===== config.mk =====
export PLATFORM = sky130hd
export DESIGN_NAME = sm2tc_pipe_flat
export DESIGN_NICKNAME = d
export VERILOG_FILES = /design/src/rtl/sm2tc_pkg.sv /design/src/rtl/sm2tc_if.sv /design/src/rtl/sm2tc_lane.sv /design/src/rtl/sm2tc_pipe.sv /design/src/flat_wrapper.sv
export SDC_FILE = /design/constraint.sdc
export NUM_CORES = 1
export LEC_CHECK = 0
export CORE_MARGIN = 5
export CORE_UTILIZATION = 50
export CTS_CLUSTER_SIZE = 28
export DETAILED_ROUTE_END_ITERATION = 7
export GPL_TIMING_DRIVEN = 0
export HOLD_SLACK_MARGIN = 0.05
export PLACE_DENSITY = 0.75
export SETUP_SLACK_MARGIN = 0.2
export SYNTH_ARGS = -nofsm -noshare
export SYNTH_HDL_FRONTEND = slang
export SYNTH_HIERARCHICAL = 1
export SYNTH_SLANG_ARGS = --single-unit
export TNS_END_PERCENT = 30

===== constraint.sdc =====
create_clock -name clk -period 1.9 [get_ports clk]
set_input_delay 0.19 -clock clk [delete_from_list [all_inputs] [get_ports clk]]
set_output_delay 0.19 -clock clk [all_outputs]
set_load 0.1 [all_outputs]

===== src/rtl/sm2tc_pkg.sv =====
// sm2tc shared types and helpers
// widths, clamp limits, lane slicing
package sm2tc_pkg;

  function automatic int ext_width(int mag_w, int sh_w);
    return mag_w + (1 << sh_w) - 1;
  endfunction

  function automatic int cmp_width(int ext_w, int out_w);
    return ((ext_w > out_w) ? ext_w : out_w) + 1;
  endfunction

  function automatic longint sat_max(int out_w);
    return (longint'(1) << (out_w - 1)) - 1;
  endfunction

  function automatic longint sat_min_mag(int out_w);
    return longint'(1) << (out_w - 1);
  endfunction

  function automatic int lane_lsb(int lane, int w);
    return lane * w;
  endfunction

endpackage


===== src/rtl/sm2tc_if.sv =====
// sm2tc stream bundle
// input beat side and output beat side
interface sm2tc_if #(
  parameter int N_CH  = 2,
  parameter int MAG_W = 10,
  parameter int OUT_W = 12,
  parameter int SH_W  = 2
);
  logic                    s_valid;
  logic                    s_ready;
  logic [N_CH*MAG_W-1:0]   s_mag;
  logic [N_CH-1:0]         s_sign;
  logic [SH_W-1:0]         shift_amt;
  logic                    m_valid;
  logic                    m_ready;
  logic [N_CH*OUT_W-1:0]   m_data;
  logic [N_CH-1:0]         m_sat;

  modport master (
    output s_valid, s_mag, s_sign, shift_amt, m_ready,
    input  s_ready, m_valid, m_data, m_sat
  );

  modport slave (
    input  s_valid, s_mag, s_sign, shift_amt, m_ready,
    output s_ready, m_valid, m_data, m_sat
  );
endinterface


===== src/rtl/sm2tc_lane.sv =====
// sm2tc single lane datapath
// front: shift + ovf; back: negate/clamp
module sm2tc_lane
  import sm2tc_pkg::*;
#(
  parameter int MAG_W = 10,
  parameter int OUT_W = 12,
  parameter int SH_W  = 2,
  localparam int EXT_W = ext_width(MAG_W, SH_W)
) (
  input  logic [MAG_W-1:0] mag,
  input  logic             sign,
  input  logic [SH_W-1:0]  shamt,
  output logic [EXT_W-1:0] ext,
  output logic             ovf,
  input  logic [EXT_W-1:0] r_ext,
  input  logic             r_sign,
  input  logic             r_ovf,
  output logic [OUT_W-1:0] res
);
  localparam int CW = cmp_width(EXT_W, OUT_W);
  localparam logic [CW-1:0] LIM_P =
    CW'(sat_max(OUT_W));
  localparam logic [CW-1:0] LIM_N =
    CW'(sat_min_mag(OUT_W));
  localparam logic [OUT_W-1:0] MAX_V =
    OUT_W'(sat_max(OUT_W));
  localparam logic [OUT_W-1:0] MIN_V =
    OUT_W'(sat_min_mag(OUT_W));

  logic [CW-1:0]    ext_c;
  logic [OUT_W-1:0] r_lo;

  // widen, shift and compare against the signed limit
  always_comb begin
    ext   = EXT_W'(mag) << shamt;
    ext_c = CW'(ext);
    ovf   = sign ? (ext_c > LIM_N)
                 : (ext_c > LIM_P);
  end

  // clamp or two's-complement the registered magnitude
  always_comb begin
    r_lo = OUT_W'(CW'(r_ext));
    res  = r_lo;
    unique case (1'b1)
      r_ovf && r_sign:   res = MIN_V;
      r_ovf && !r_sign:  res = MAX_V;
      !r_ovf && r_sign:  res = ~r_lo + OUT_W'(1);
      default:           res = r_lo;
    endcase
  end
endmodule


===== src/rtl/sm2tc_pipe.sv =====
// sm2tc two-stage converter top
// lanes, stage regs, handshake, sat counter
module sm2tc_pipe
  import sm2tc_pkg::*;
#(
  parameter int N_CH  = 2,
  parameter int MAG_W = 10,
  parameter int OUT_W = 12,
  parameter int SH_W  = 2,
  parameter int CNT_W = 16
) (
  input  logic             clk,
  input  logic             rst,
  sm2tc_if.slave           io,
  input  logic             sat_clr,
  output logic [CNT_W-1:0] sat_cnt
);
  localparam int EXT_W = ext_width(MAG_W, SH_W);

  logic s1_valid;
  logic s2_valid;
  logic s1_en;
  logic s2_en;

  logic [EXT_W-1:0]      c_ext  [N_CH];
  logic [N_CH-1:0]       c_ovf;
  logic [EXT_W-1:0]      s1_ext [N_CH];
  logic [N_CH-1:0]       s1_sign;
  logic [N_CH-1:0]       s1_ovf;
  logic [N_CH*OUT_W-1:0] d_nxt;
  logic [N_CH*OUT_W-1:0] s2_data;
  logic [N_CH-1:0]       s2_sat;

  assign s2_en      = !s2_valid || io.m_ready;
  assign s1_en      = !s1_valid || s2_en;
  assign io.s_ready = s1_en;
  assign io.m_valid = s2_valid;
  assign io.m_data  = s2_data;
  assign io.m_sat   = s2_sat;

  for (genvar g = 0; g < N_CH; g++) begin : g_lane
    localparam int ML = lane_lsb(g, MAG_W);
    localparam int OL = lane_lsb(g, OUT_W);
    sm2tc_lane #(
      .MAG_W (MAG_W),
      .OUT_W (OUT_W),
      .SH_W  (SH_W)
    ) u_lane (
      .mag    (io.s_mag[ML +: MAG_W]),
      .sign   (io.s_sign[g]),
      .shamt  (io.shift_amt),
      .ext    (c_ext[g]),
      .ovf    (c_ovf[g]),
      .r_ext  (s1_ext[g]),
      .r_sign (s1_sign[g]),
      .r_ovf  (s1_ovf[g]),
      .res    (d_nxt[OL +: OUT_W])
    );
  end

  // S1: capture shifted magnitude, sign and ovf
  always_ff @(posedge clk) begin
    if (rst) begin
      s1_valid <= 1'b0;
      s1_sign  <= '0;
      s1_ovf   <= '0;
      for (int i = 0; i < N_CH; i++)
        s1_ext[i] <= '0;
    end else if (s1_en) begin
      s1_valid <= io.s_valid;
      if (io.s_valid) begin
        s1_sign <= io.s_sign;
        s1_ovf  <= c_ovf;
        for (int i = 0; i < N_CH; i++)
          s1_ext[i] <= c_ext[i];
      end
    end
  end

  // S2: converted lanes held while stalled
  always_ff @(posedge clk) begin
    if (rst) begin
      s2_valid <= 1'b0;
      s2_data  <= '0;
      s2_sat   <= '0;
    end else if (s2_en) begin
      s2_valid <= s1_valid;
      if (s1_valid) begin
        s2_data <= d_nxt;
        s2_sat  <= s1_ovf;
      end
    end
  end

  // count clamped output beats, sticky at all-ones
  always_ff @(posedge clk) begin
    if (rst || sat_clr)
      sat_cnt <= '0;
    else if (s2_valid && io.m_ready &&
             |s2_sat && !(&sat_cnt))
      sat_cnt <= sat_cnt + CNT_W'(1);
  end
endmodule


===== src/flat_wrapper.sv =====
// flat-port wrapper written by rule: the top's interface ports become plain ports
module sm2tc_pipe_flat import sm2tc_pkg::*;
#(
  parameter int N_CH  = 2,
  parameter int MAG_W = 10,
  parameter int OUT_W = 12,
  parameter int SH_W  = 2,
  parameter int CNT_W = 16
)
  (clk, rst, sat_clr, sat_cnt, io_s_valid, io_s_mag, io_s_sign, io_shift_amt, io_m_ready, io_s_ready, io_m_valid, io_m_data, io_m_sat);
  sm2tc_if #(.N_CH(N_CH), .MAG_W(MAG_W), .OUT_W(OUT_W), .SH_W(SH_W)) io_i ();
  input  logic clk;
  input  logic rst;
  input  logic sat_clr;
  output logic [CNT_W-1:0] sat_cnt;
  input wire logic [$bits(io_i.s_valid)-1:0] io_s_valid;
  input wire logic [$bits(io_i.s_mag)-1:0] io_s_mag;
  input wire logic [$bits(io_i.s_sign)-1:0] io_s_sign;
  input wire logic [$bits(io_i.shift_amt)-1:0] io_shift_amt;
  input wire logic [$bits(io_i.m_ready)-1:0] io_m_ready;
  output wire logic [$bits(io_i.s_ready)-1:0] io_s_ready;
  output wire logic [$bits(io_i.m_valid)-1:0] io_m_valid;
  output wire logic [$bits(io_i.m_data)-1:0] io_m_data;
  output wire logic [$bits(io_i.m_sat)-1:0] io_m_sat;
  assign io_i.s_valid = io_s_valid;
  assign io_i.s_mag = io_s_mag;
  assign io_i.s_sign = io_s_sign;
  assign io_i.shift_amt = io_shift_amt;
  assign io_i.m_ready = io_m_ready;
  assign io_s_ready = io_i.s_ready;
  assign io_m_valid = io_i.m_valid;
  assign io_m_data = io_i.m_data;
  assign io_m_sat = io_i.m_sat;
  sm2tc_pipe #(.N_CH(N_CH), .MAG_W(MAG_W), .OUT_W(OUT_W), .SH_W(SH_W), .CNT_W(CNT_W)) u_core (.clk(clk), .rst(rst), .io(io_i), .sat_clr(sat_clr), .sat_cnt(sat_cnt));
endmodule

==> impl_metrics.ini <==
[logic_synthesis]
syn_inst = 470
synth_nets = 502
ys.warnings.count = 6
syn-mean-instance-area_um2 = 8.81
syn_area_um2 = 4140

[detailed_routing]
wl_per_cell_um = 14.5
routed_wl_mm = 9.63
vias = 3688
antenna_left = 0
via_per_inst = 5.54
drtIter0Drc = 191
drcViolationCount = 0
dr.pass1.iters = 4

[setup_path]
slowest_stage = dlygate4sd2_1
timing.critical_path.buf_inv = 1
cp_max_fo = 2
critPathTopFamily = buffers and inverters
cp.required_ps = 1710
slowest_delay_ps = 880
crit_path_cell_trace = dlygate4sd2_1
crit_type = reg2out
cp.arrival_ps = 1570
worstSetupEndpointType = output port
worstSetupStartpointType = flop

[finish]
design_area_um2 = 5260
area_growth_pct = 27.1
drive_gt1_share_pct = 16.2
fillers = 702
antenna_cells = 0
fin_nets = 588
final_util_pct = 64.7

[global_routing]
overflow = 0
grt_use_total_pct = 19.3
use_met3_pct = 4.15
gr-usage-met2_pct = 34.3
grt_pass1_wl_mm = 16.2
busiest_layer = met2
grt_max_degree = 25
grt_pass1_vias = 3573
grt_antenna_before_repair = 0
use_met1_pct = 23.4

[power_and_ir_drop]
p_total_w = 0.00384
static-leakage-power_nw = 2.02
ir_drop_mv = 0.284
power_density_nw_per_um2 = 730

[clock_network]
clk_latency_ps = 350
root_buffer = clkbuf_8
numCtsBuffers = 9
cts_tree = done
clk_pin_slew_worst_paths_ps = 80
clkSinkCount = 72
htree_levels = 3
postCtsHoldBufs = 0
clockBufferDepth = 2

[timing]
rsz0062_at_grt = true
min_period_ps = 1760
drv_slew = 0
fin_ws_ps = 142
fmax_ghz = 0.569
fin_worst_skew_ps = 6.84
hold_viol = 0
finalCritPeriodShare_pct = 92.5
tightest_slew_ps = 1000
setup_viol = 0
max_slew_margin_pct = 33.5

[floorplanning]
rows = 33
start_util_pct = 50.9
dieHeight_um = 101
core_area_um2 = 8130
ioPinCount = 73
dieArea_um2 = 10200
die_x_um = 101

[placement]
dpl_cell_area_um2 = 4990
place_congestion = 0.897
portBuffers = 71
dp_slack_ps = -475
dp_hpwl_mm = 7.32

[run_status]
status = finished clean

[job]
drv_cap = 0

[worst_hold_path]
min-delay-path-class = reg2reg
## what timing repair did
action	in CTS	in global routing
pin swaps	0	1
resized for setup	87	13
cloned	0	2
setup buffers	0	2
setup endpoints to repair	75	75
## final cells by class
type	count	area [µm²]	share of cell area, %
Multi-Input combinational cell	358	2320	44.1
Sequential cell	72	1690	32.0
Timing Repair Buffer	73	713	13.6
Clock buffer	11	163	3.09
Tap cell	105	131	2.50
Buffer	27	129	2.45
Inverter	13	52.6	0.999
Clock inverter	5	51.3	0.975
Timing Repair inverter	2	15.0	0.285
## where the power goes
group          switching, W  total, W  internal (W)
Combinational      0.000542  0.000816      0.000274
Clock              0.000567   0.00128      0.000716
Sequential        0.0000688   0.00174       0.00167
Total               0.00118   0.00384       0.00266
## worst paths after layout
| path | start | to | slack [ps] | depth (start not counted) |
|---|---|---|---|---|
| worst min-delay path | u_core/io.m_data[8] | u_core/io.m_data[8] | 460 | 2 |
| worst max-delay path | u_core/io.m_data[0] | io_m_data[0] | 140 | 1 |
| worst min register to register | u_core/io.m_data[8] | u_core/io.m_data[8] | 460 | 2 |
| worst max register to register | u_core/s1_ext[0][0] | u_core/io.m_data[10] | 200 | 7 |
## through the flow
stage                     setup TNS (ps)  hold WS (ps)  cells
after global routing                   0           476    666
after detailed placement           -8370           449    646
after floorplan                   -33240           316    470
final                                  0           456    666
after CTS                              0           456    662
after global placement             -6030           444    646
## sequential cells by signal, indices dropped and copies added, names as in the netlist
name and flops:
u_core/s1_ovf 2, u_core/io.m_data 24, u_core/io.m_valid 1, u_core/sat_cnt 16, u_core/s1_valid 1, u_core/s1_sign 2, u_core/io.m_sat 2, u_core/s1_ext 24
## layer usage
metal | wire length, µm | vias up
met3 | 488 | 4
met5 | 0 | -
met4 | 82 | 0
met1 | 4150 | 1733
met2 | 4900 | 95
li1 | - | 1856
## cell usage in the layout, fill, tap and decap left out, types with 4 or more instances in the layout
cell and instances:
nand3b_1 5, buf_2 10, dlygate4sd2_1 22, o31ai_1 4
o21ai_1 6, edfxtp_1 24, nand3_1 5, and2_1 25
nor2b_1 7, dfxtp_1 47, nor2_1 31, nor3_1 10
a22o_1 4, a211oi_1 5, clkbuf_1 13, a21oi_1 49
or3_1 6, o22ai_1 6, nand4_1 5, clkdlybuf4s15_2 20
mux2i_1 20, clkbuf_8 10, o31ai_2 4, xor2_1 12
a31oi_1 10, inv_1 10, o21ai_0 6, clkdlybuf4s50_1 27
nand2_1 77
No activity file was read; power rests on OpenSTA's default activity.
